[src/rtl/dmem_pkg.sv]
// dmem_pkg: shared definitions for the data-memory responder.
//   - state_e      : responder FSM states (IDLE / WAIT / RESP)
//   - WORD_W, BE_W : data word and byte-enable widths
//   - LAT_MIN/MAX  : legal range of the LATENCY parameter
//   - idx_width()  : word-index width for a given storage depth
package dmem_pkg;

  typedef enum logic [1:0] {
    IDLE = 2'd0,
    WAIT = 2'd1,
    RESP = 2'd2
  } state_e;

  localparam int WORD_W  = 32;
  localparam int BE_W    = WORD_W / 8;
  localparam int LAT_MIN = 1;
  localparam int LAT_MAX = 15;

  // DEPTH is a power of two, so the index width is simply log2(DEPTH).
  function automatic int idx_width(input int depth);
    return $clog2(depth);
  endfunction

endpackage

[src/rtl/dmem_array.sv]
// dmem_array: DEPTH x 32-bit register storage.
// Ports:
//   clk    in  : rising-edge clock
//   we     in  : write strobe for the current index
//   idx    in  : word index shared by read and write
//   wdata  in  : write data
//   be     in  : byte-lane enables, bit i writes bits 8i+7:8i
//   rdata  out : combinational read of the word at idx
// Storage has no reset; contents survive a responder reset.
module dmem_array
  import dmem_pkg::*;
#(
  parameter int DEPTH = 64,
  parameter int IW    = idx_width(DEPTH)
) (
  input  logic              clk,
  input  logic              we,
  input  logic [IW-1:0]     idx,
  input  logic [WORD_W-1:0] wdata,
  input  logic [BE_W-1:0]   be,
  output logic [WORD_W-1:0] rdata
);

  logic [WORD_W-1:0] mem_q [DEPTH];
  logic [WORD_W-1:0] mem_d [DEPTH];

  // Merge the enabled byte lanes into the addressed word only.
  always_comb begin
    mem_d = mem_q;
    if (we) begin
      for (int i = 0; i < BE_W; i++) begin
        if (be[i]) begin
          mem_d[idx][8*i +: 8] = wdata[8*i +: 8];
        end
      end
    end
  end

  always_ff @(posedge clk) begin
    mem_q <= mem_d;
  end

  assign rdata = mem_q[idx];

endmodule

[src/rtl/dmem_responder.sv]
// dmem_responder: request/response data-memory slave for the MIPS load/store
// port. Accepts one word access at a time, waits LATENCY cycles, performs the
// access, then holds the response until the initiator consumes it.
// Ports:
//   clk, rst_n             : clock, synchronous active-low reset
//   req_valid / req_ready  : request handshake
//   req_we, req_addr,
//   req_wdata, req_be      : store flag, byte address, store data, byte enables
//   rsp_valid / rsp_ready  : response handshake
//   rsp_rdata, rsp_err     : load data (0 for stores/errors), reject flag
// Optional feature macro DMEM_ERR_CHECK_EN: when defined, misaligned or
// out-of-range addresses are rejected with rsp_err = 1 and no write. When
// undefined, rsp_err stays 0 and the word index wraps modulo DEPTH.
module dmem_responder
  import dmem_pkg::*;
#(
  parameter int DEPTH   = 64,
  parameter int LATENCY = 2
) (
  input  logic              clk,
  input  logic              rst_n,
  input  logic              req_valid,
  output logic              req_ready,
  input  logic              req_we,
  input  logic [31:0]       req_addr,
  input  logic [WORD_W-1:0] req_wdata,
  input  logic [BE_W-1:0]   req_be,
  output logic              rsp_valid,
  input  logic              rsp_ready,
  output logic [WORD_W-1:0] rsp_rdata,
  output logic              rsp_err
);

  localparam int IW = idx_width(DEPTH);
  localparam logic [3:0] CNT_INIT = 4'(LATENCY - 1);

  if (LATENCY < LAT_MIN || LATENCY > LAT_MAX) begin : g_bad_latency
    $error("dmem_responder: LATENCY out of range");
  end

  state_e            state_q, state_d;
  logic [3:0]        cnt_q, cnt_d;
  logic              we_q, we_d;
  logic              err_q, err_d;
  logic [IW-1:0]     idx_q, idx_d;
  logic [WORD_W-1:0] wdata_q, wdata_d;
  logic [BE_W-1:0]   be_q, be_d;
  logic [WORD_W-1:0] rsp_rdata_q, rsp_rdata_d;
  logic              rsp_err_q, rsp_err_d;

  logic              acc_err;
  logic              mem_we;
  logic [WORD_W-1:0] mem_rdata;

  // The error decision is made on the incoming address and latched with the
  // request, so only the index bits need to be kept afterwards.
`ifdef DMEM_ERR_CHECK_EN
  assign acc_err = (req_addr[1:0] != 2'b00) || (req_addr[31:IW+2] != '0);
`else
  logic unused_addr_bits;
  assign unused_addr_bits = ^{req_addr[31:IW+2], req_addr[1:0]};
  assign acc_err = 1'b0;
`endif

  dmem_array #(
    .DEPTH (DEPTH),
    .IW    (IW)
  ) u_array (
    .clk   (clk),
    .we    (mem_we),
    .idx   (idx_q),
    .wdata (wdata_q),
    .be    (be_q),
    .rdata (mem_rdata)
  );

  // Next-state, request latch, wait counter and response capture.
  always_comb begin
    state_d     = state_q;
    cnt_d       = cnt_q;
    we_d        = we_q;
    err_d       = err_q;
    idx_d       = idx_q;
    wdata_d     = wdata_q;
    be_d        = be_q;
    rsp_rdata_d = rsp_rdata_q;
    rsp_err_d   = rsp_err_q;
    mem_we      = 1'b0;

    unique case (state_q)
      IDLE: begin
        if (req_valid) begin
          we_d    = req_we;
          err_d   = acc_err;
          idx_d   = req_addr[IW+1:2];
          wdata_d = req_wdata;
          be_d    = req_be;
          cnt_d   = CNT_INIT;
          state_d = WAIT;
        end
      end
      WAIT: begin
        if (cnt_q == 4'd0) begin
          // Store write and response capture share this edge; a rejected
          // access never touches storage.
          mem_we      = we_q && !err_q;
          rsp_rdata_d = (we_q || err_q) ? '0 : mem_rdata;
          rsp_err_d   = err_q;
          state_d     = RESP;
        end else begin
          cnt_d = cnt_q - 4'd1;
        end
      end
      RESP: begin
        if (rsp_ready) begin
          state_d = IDLE;
        end
      end
      default: state_d = IDLE;
    endcase
  end

  always_ff @(posedge clk) begin
    if (!rst_n) begin
      state_q     <= IDLE;
      cnt_q       <= '0;
      we_q        <= 1'b0;
      err_q       <= 1'b0;
      idx_q       <= '0;
      wdata_q     <= '0;
      be_q        <= '0;
      rsp_rdata_q <= '0;
      rsp_err_q   <= 1'b0;
    end else begin
      state_q     <= state_d;
      cnt_q       <= cnt_d;
      we_q        <= we_d;
      err_q       <= err_d;
      idx_q       <= idx_d;
      wdata_q     <= wdata_d;
      be_q        <= be_d;
      rsp_rdata_q <= rsp_rdata_d;
      rsp_err_q   <= rsp_err_d;
    end
  end

  assign req_ready = (state_q == IDLE);
  assign rsp_valid = (state_q == RESP);
  assign rsp_rdata = rsp_rdata_q;
  assign rsp_err   = rsp_err_q;

endmodule

[config.mk]
export PLATFORM = sky130hd
export DESIGN_NAME = dmem_responder
export DESIGN_NICKNAME = d
export VERILOG_FILES = /design/src/rtl/dmem_pkg.sv /design/src/rtl/dmem_array.sv /design/src/rtl/dmem_responder.sv
export SDC_FILE = /design/constraint.sdc
export NUM_CORES = 2
export LEC_CHECK = 0
export ABC_AREA = 1
export ABC_CLOCK_PERIOD_IN_PS = 2550
export CAP_MARGIN = 20
export CORE_MARGIN = 5
export CORE_UTILIZATION = 35
export DETAILED_ROUTE_END_ITERATION = 6
export GPL_ROUTABILITY_DRIVEN = 0
export PLACE_DENSITY = 0.46
export RECOVER_POWER = 50
export SYNTH_ARGS = -nofsm -noshare
export SYNTH_HDL_FRONTEND = slang
export SYNTH_SLANG_ARGS = --single-unit
export TNS_END_PERCENT = 100
[constraint.sdc]
create_clock -name clk -period 2.55 [get_ports clk]
set_input_delay 0.255 -clock clk [delete_from_list [all_inputs] [get_ports clk]]
set_output_delay 0.255 -clock clk [all_outputs]
set_load 0.02 [all_outputs]
# Word-level counts from Yosys, hierarchy flattened
# Index checks and enable logic that the tools add are counted.
# Widths: inputs -> output; s select.
[classes]
eq_ne = 6
multipliers = 0
n_mux = 32
shifts = 0
reduce_logical = 8
n_bitwise = 1
n_addsub = 1
div_mod_pow = 0
magnitude_cmp = 2
[ops]
columns = ["cell", "count"]
rows = [
  ["$mux 2048", 7],
  ["$bwmux 2048", 4],
  ["$demux 32 s6", 4],
  ["$bmux 32 s6", 1],
  ["$mux 32", 4],
  ["$mux 24", 1],
  ["$mux 16", 1],
  ["$mux 4", 2],
  ["$mux 8", 1],
  ["$pmux 4 s2", 1],
  ["$ge 7x7->1 const B", 1],
  ["$lt 7x1->1 const B", 1],
  ["$not 6->7", 1],
  ["$mux 2", 3],
  ["$ne 2x2->1 const B", 3],
  ["$pmux 2 s3", 1],
  ["$reduce_and 3->1", 2],
  ["$logic_not 4->1", 1],
  ["$reduce_and 2->1", 2],
  ["$sub 4x1->4 const B", 1],
  ["$eq 2x1->1 const B", 1],
  ["$eq 2x2->1 const B", 1],
  ["$logic_not 2->1", 1],
  ["$mux 1", 2],
  ["other kinds (3)", 3],
]
[totals]
wordCells = 121
reg_bits = 2129
latch_bits = 0
ramBits = 0
memories = 0
in_bits = 73
romBits = 0
out_inout_bits = 35

# Logic depth before layout (Yosys ltp)
[logic_depth]
ltp_word = 16
mapped_depth = 13
depth_no_buf = 10

# Modules after synthesis
# A second synthesis with hierarchy kept.
[hier_totals]
cells_unflattened = 9810
hier_area_um2 = 94936.1
[modules_own_cells]
columns = ["mod", "instances", "seq_area_each_um2", "area_per_inst_um2", "cells_per_inst"]
rows = [
  ["dmem_array", 1, 61499.0, 91910.6, 9432],
  ["dmem_responder", 1, 1621.6, 3025.4, 378],
]

# Least setup slack after synthesis
# Ideal clock, no wire load.
[synth_timing]
path_kind = "flip-flop to flip-flop"
from = "register, netlist name idx_q[2]"
to = "register u_array.mem_q[1656] (netlist name) (enable)"
setup_ps = 370
n_path_buf = 2
period_less_slack_ps = 2175
arrival_ps = 1805
setup_slack_ps = 375
stages_incl_launch_ff = 11
required_time_ps = 2180
cell_sequence = "dfxtp_1 -> inv_1 -> nor2_2 -> buf_4 -> buf_4 -> inv_2 -> nor2_1 -> inv_2 -> nor2_1 -> nand2_1 -> nor2_1"
[synth_rtl]
columns = ["item", "line", "text"]
rows = [
  ["end signal: assignment", "dmem_array.sv:40", "mem_q <= mem_d;"],
  ["end: declaration", "dmem_array.sv:24", "logic [WORD_W-1:0] mem_q [DEPTH];"],
]

# Final worst setup path
[layout_timing]
from = "register wdata_q[14]"
to = "register u_array.mem_q[942] (netlist name), data pin"
[layout_via]
elab_chain_cells = 8
[layout_rtl]
columns = ["item", "line", "text"]
rows = [
  ["start: declaration", "dmem_responder.sv:46", "logic [WORD_W-1:0] wdata_q, wdata_d;"],
  ["start signal: assignment", "dmem_responder.sv:140", "wdata_q <= wdata_d;"],
  ["$bwmux 2048 (*)", "dmem_array.sv:33", "mem_d[idx][8*i +: 8] = wdata[8*i +: 8];"],
  ["$mux 2048 (*)", "dmem_array.sv:32", "if (be[i]) begin"],
  ["$mux 2048 (*)", "dmem_array.sv:30", "if (we) begin"],
  ["$bwmux 2048", "dmem_array.sv:33", ""],
  ["$mux 2048 (*)", "dmem_array.sv:32", ""],
  ["$mux 2048 (*)", "dmem_array.sv:30", ""],
  ["$bwmux 2048", "dmem_array.sv:33", ""],
  ["$mux 2048 (*)", "dmem_array.sv:32", ""],
]
# Mark *: on every way between the ends. The rest lies on a longest branch, timed or not. The select of a mux whose other input is x is not followed.
# A chain may end at the register's enable or synchronous reset.

==> results by stage <==
Floorplan:
- Row generation in the floorplan step produced 190 rows.
- The die boundary width is about 530 µm.
- Pin placement for this block handled 108 I/O pins.
- The full die area is 0.280 mm².
- Measured along the y axis, the die boundary spans approximately 530 µm.
- The region available for standard cell placement spans 0.268 mm².
- Once the floorplan was initialized, standard cells occupied 35.2% of the core.

CTS:
- Clock tree synthesis inserted a total of 232 buffers.
- After clock tree synthesis, the clock-pin slew on the worst setup and hold paths is around 0.06 ns.
- For the worst-skew pair, the clock arrives at the later sink with an insertion delay of 0.91 ns.
- The maximum root-to-sink buffer count is 3.
- The H-tree depth is 4.
- The TritonCTS clock tree is yes.
- The number of sinks handled by clock tree synthesis is 2129.
- The tree is rooted in a sky130_fd_sc_hd__clkbuf_16.

GRT:
- For this run the aggregate overflow at the end of global routing stands at 0.
- The via count of the first global-routing pass came to ~64000.
- The first global-routing pass estimated 431 mm of wire.
- Entering global routing, the biggest net connects 72 pins.
- The number of antenna violations at the first check in global routing is 18.
- Global routing used 20.9% of the available tracks across all layers.

Placed design:
- During placement, the flow inserted port buffers numbering 80.
- Once placement completed, the tool counted placed cells totaling ~14000.
- Timing analysis after detailed placement gives a worst setup slack of -0.233 ns.
- Detailed placement ended at an HPWL of 193 mm.

Timing:
- The count of final max-slew check failures is 727.
- On the final layout, the worst clock skew is 0.0979 ns.
- The routed design could run at a clock period as short as 2.53 ns.
- Setup repair after global routing could not meet its margin everywhere.
- Setup violations remaining at the end of the flow were counted as 0.
- The number of hold violations in the final report is 0.
- The worst slew slack as a fraction of its limit is -40.6%.
- Derived from the worst setup path, the maximum achievable clock frequency is 0.396 GHz.
- The final period utilization is 99.1%.
- The transition time of the tightest slew-check pin is 2.11 ns.
- The smallest setup slack after layout is 0.0223 ns.

Synthesis:
- Counting every instance in the synthesized netlist gives 9798.
- The async set-reset flop share out of synthesis is 0%.
- The mapped netlist covers 0.0944 mm².
- The net count after synthesis is 9873.
- The flip-flop and latch count after synthesis is between 2000 and 2500.
- The most used flip-flop cell after synthesis is sky130_fd_sc_hd__edfxtp_1.
- The post-synthesis average cell area is 9.63 µm².
- The number of distinct library cells after synthesis is 25.
- The Yosys step of the flow raised 0 warnings.
- The post-synthesis sequential area ratio is about 67%.
- In this run, synthesis inferred 2048 flip-flops with an integrated enable.

Setup path:
- Together, buffers and inverters on the worst path number 1.
- STA puts the critical path data required time at a little over 3 ns.
- The endpoint arrival time on the critical path is between 3 and 4 ns.
- The type of origin of the critical path is a flop.
- On the critical path the largest part of the delay comes from flip-flops.
- The element type at the critical path end is a flop.
- In this run the worst path has a maximum fanout of 48.
- Traced cell by cell, the critical path runs through clkbuf_2.
- For this run, the slowest stage of the critical path takes 1.06 ns.
- The classification of the worst setup path is reg2reg.
- The slowest cell on the critical path is sky130_fd_sc_hd__dfxtp_1.

Routing:
- The post-route antenna net violation count is 0.
- The routed via count is ~66000.
- Dividing the detail-routed wire length by the instance count gives 20.9 µm.
- The initial detailed-routing violation count is ~5700.
- The ratio of routed vias to standard cells is 4.64.
- For this run, the detailed router's first-pass iteration total came to 5.
- The remaining design rule violation count is 0.
- The total wirelength of the detailed-routed design is 299 mm.

Cells and area:
- The number of nets at the end of the flow is roughly 11000.
- Once layout is complete, the cells apart from fillers number 14300.
- The area growth from synthesis to layout is 21.1%.
- In the layout the commonest cells are sky130_fd_sc_hd__nand2_1, sky130_fd_sc_hd__edfxtp_1, sky130_fd_sc_hd__inv_1.
- The fraction of layout instances using a drive strength above 1 is 13.3%.
- The most common library cell in the layout ignoring fill and taps is sky130_fd_sc_hd__nand2_1.

Pwr:
- The analysis attributes to cell leakage a power of 49.8 nW.
- Overall power consumption after layout is estimated at 82.5 mW.
- The power per cell area is 723 mW/mm².
- The worst voltage drop across the vdd grid is around 0.87 mV.

Status:
- The run finished, with violations left.
- The checks that failed: capacitance limit, slew limit.

Flow run:
- The max capacitance violation total is 12.

Worst hold path:
- The worst hold path class is in2reg.
## metrics by stage
step	area [µm²]	TNS, ns	hold slack [ns]	util (%)
finish	114000	0	0.0751	42.6
global route	114000	-0.419	0.0549	42.6
CTS	114000	-1.40	0.00505	42.5
detailed placement	106000	-3.93	0.474	39.4
global placement	106000	-1.97	0.467	39.4
floorplan	94400	0	0.422	-
## kinds of logic after synthesis
family          synth area share [%]
other cells                  0.00397
compound gates                  2.12
flops                           66.9
simple gates                    20.9
buf+inv                         10.0
fa+ha+maj                     0.0265
## flip-flops by register name, indices dropped and copies added, names as in the netlist
name / flops
rsp_rdata: 32
u_array.mem_q: 2048
wdata_q: 32
state_q: 2
idx_q: 6
cnt_q: 4
be_q: 4
we_q: 1
## repair_timing
action                     CTS  global route
gates resized for setup     19           109
setup endpoints to repair   81           575
hold endpoints to repair    42             0
setup buffers                3            11
pin swaps                    0             9
gates cloned                 1             7
hold buffers                38             0
## synthesized netlist by cell type (9+ instances only)
library cell | count | area, µm²
sky130_fd_sc_hd__clkbuf_1 | 241 | 905
sky130_fd_sc_hd__o211ai_1 | 32 | 240
sky130_fd_sc_hd__nand2_2 | 9 | 56.3
sky130_fd_sc_hd__nor2_1 | 1029 | 3860
sky130_fd_sc_hd__buf_1 | 21 | 78.8
sky130_fd_sc_hd__buf_2 | 206 | 1030
sky130_fd_sc_hd__nor3_1 | 11 | 55.1
sky130_fd_sc_hd__nor2_2 | 11 | 68.8
sky130_fd_sc_hd__o21ai_0 | 286 | 1430
sky130_fd_sc_hd__edfxtp_1 | 2048 | 61500
sky130_fd_sc_hd__a21oi_1 | 50 | 250
sky130_fd_sc_hd__dfxtp_1 | 81 | 1620
sky130_fd_sc_hd__nand3_1 | 961 | 4810
sky130_fd_sc_hd__inv_1 | 1959 | 7350
sky130_fd_sc_hd__o21ai_1 | 14 | 70.1
sky130_fd_sc_hd__or2_2 | 127 | 795
sky130_fd_sc_hd__nand2_1 | 2689 | 10100
## final timing paths
kind / from / endpoint / slack [ns] / depth (start not counted)
max: wdata_q[14] / u_array.mem_q[942] / 0.02 / 1
min reg2reg: rsp_rdata[17] / rsp_rdata[17] / 0.48 / 2
max reg2reg: wdata_q[14] / u_array.mem_q[942] / 0.02 / 1
min: req_wdata[4] / wdata_q[4] / 0.08 / 3
## report_power, final
part / internal [mW] / switching, mW
clock network: 19.8 / 14.3
logic: 2.79 / 6.47
registers: 38.8 / 0.362
total: 61.4 / 21.2
## layout make-up
| type | count | area [µm²] |
|---|---|---|
| sequential | 2129 | 63100 |
| timing repair buffer | 983 | 9450 |
| tap | 3552 | 4440 |
| antenna | 7 | 17.5 |
| timing repair inverter | 1 | 11.3 |
| clock inverter | 137 | 1570 |
| fill | 26000 | 154000 |
| inverter | 1970 | 7440 |
| multi-input combinational | 5224 | 22000 |
| clock buffer | 299 | 6150 |
## per-layer routing
metal | share of wire [%] | global-route usage (%) | vias to the layer above
li1 | - | - | 32300
met1 | 44 | 28.2 | 32100
met2 | 48 | 34.9 | 1581
met3 | 5.5 | 3.23 | 370
met4 | 3.1 | 6.39 | 0
met5 | 0 | 0 | -
No activity file was read; power rests on OpenSTA's default activity.
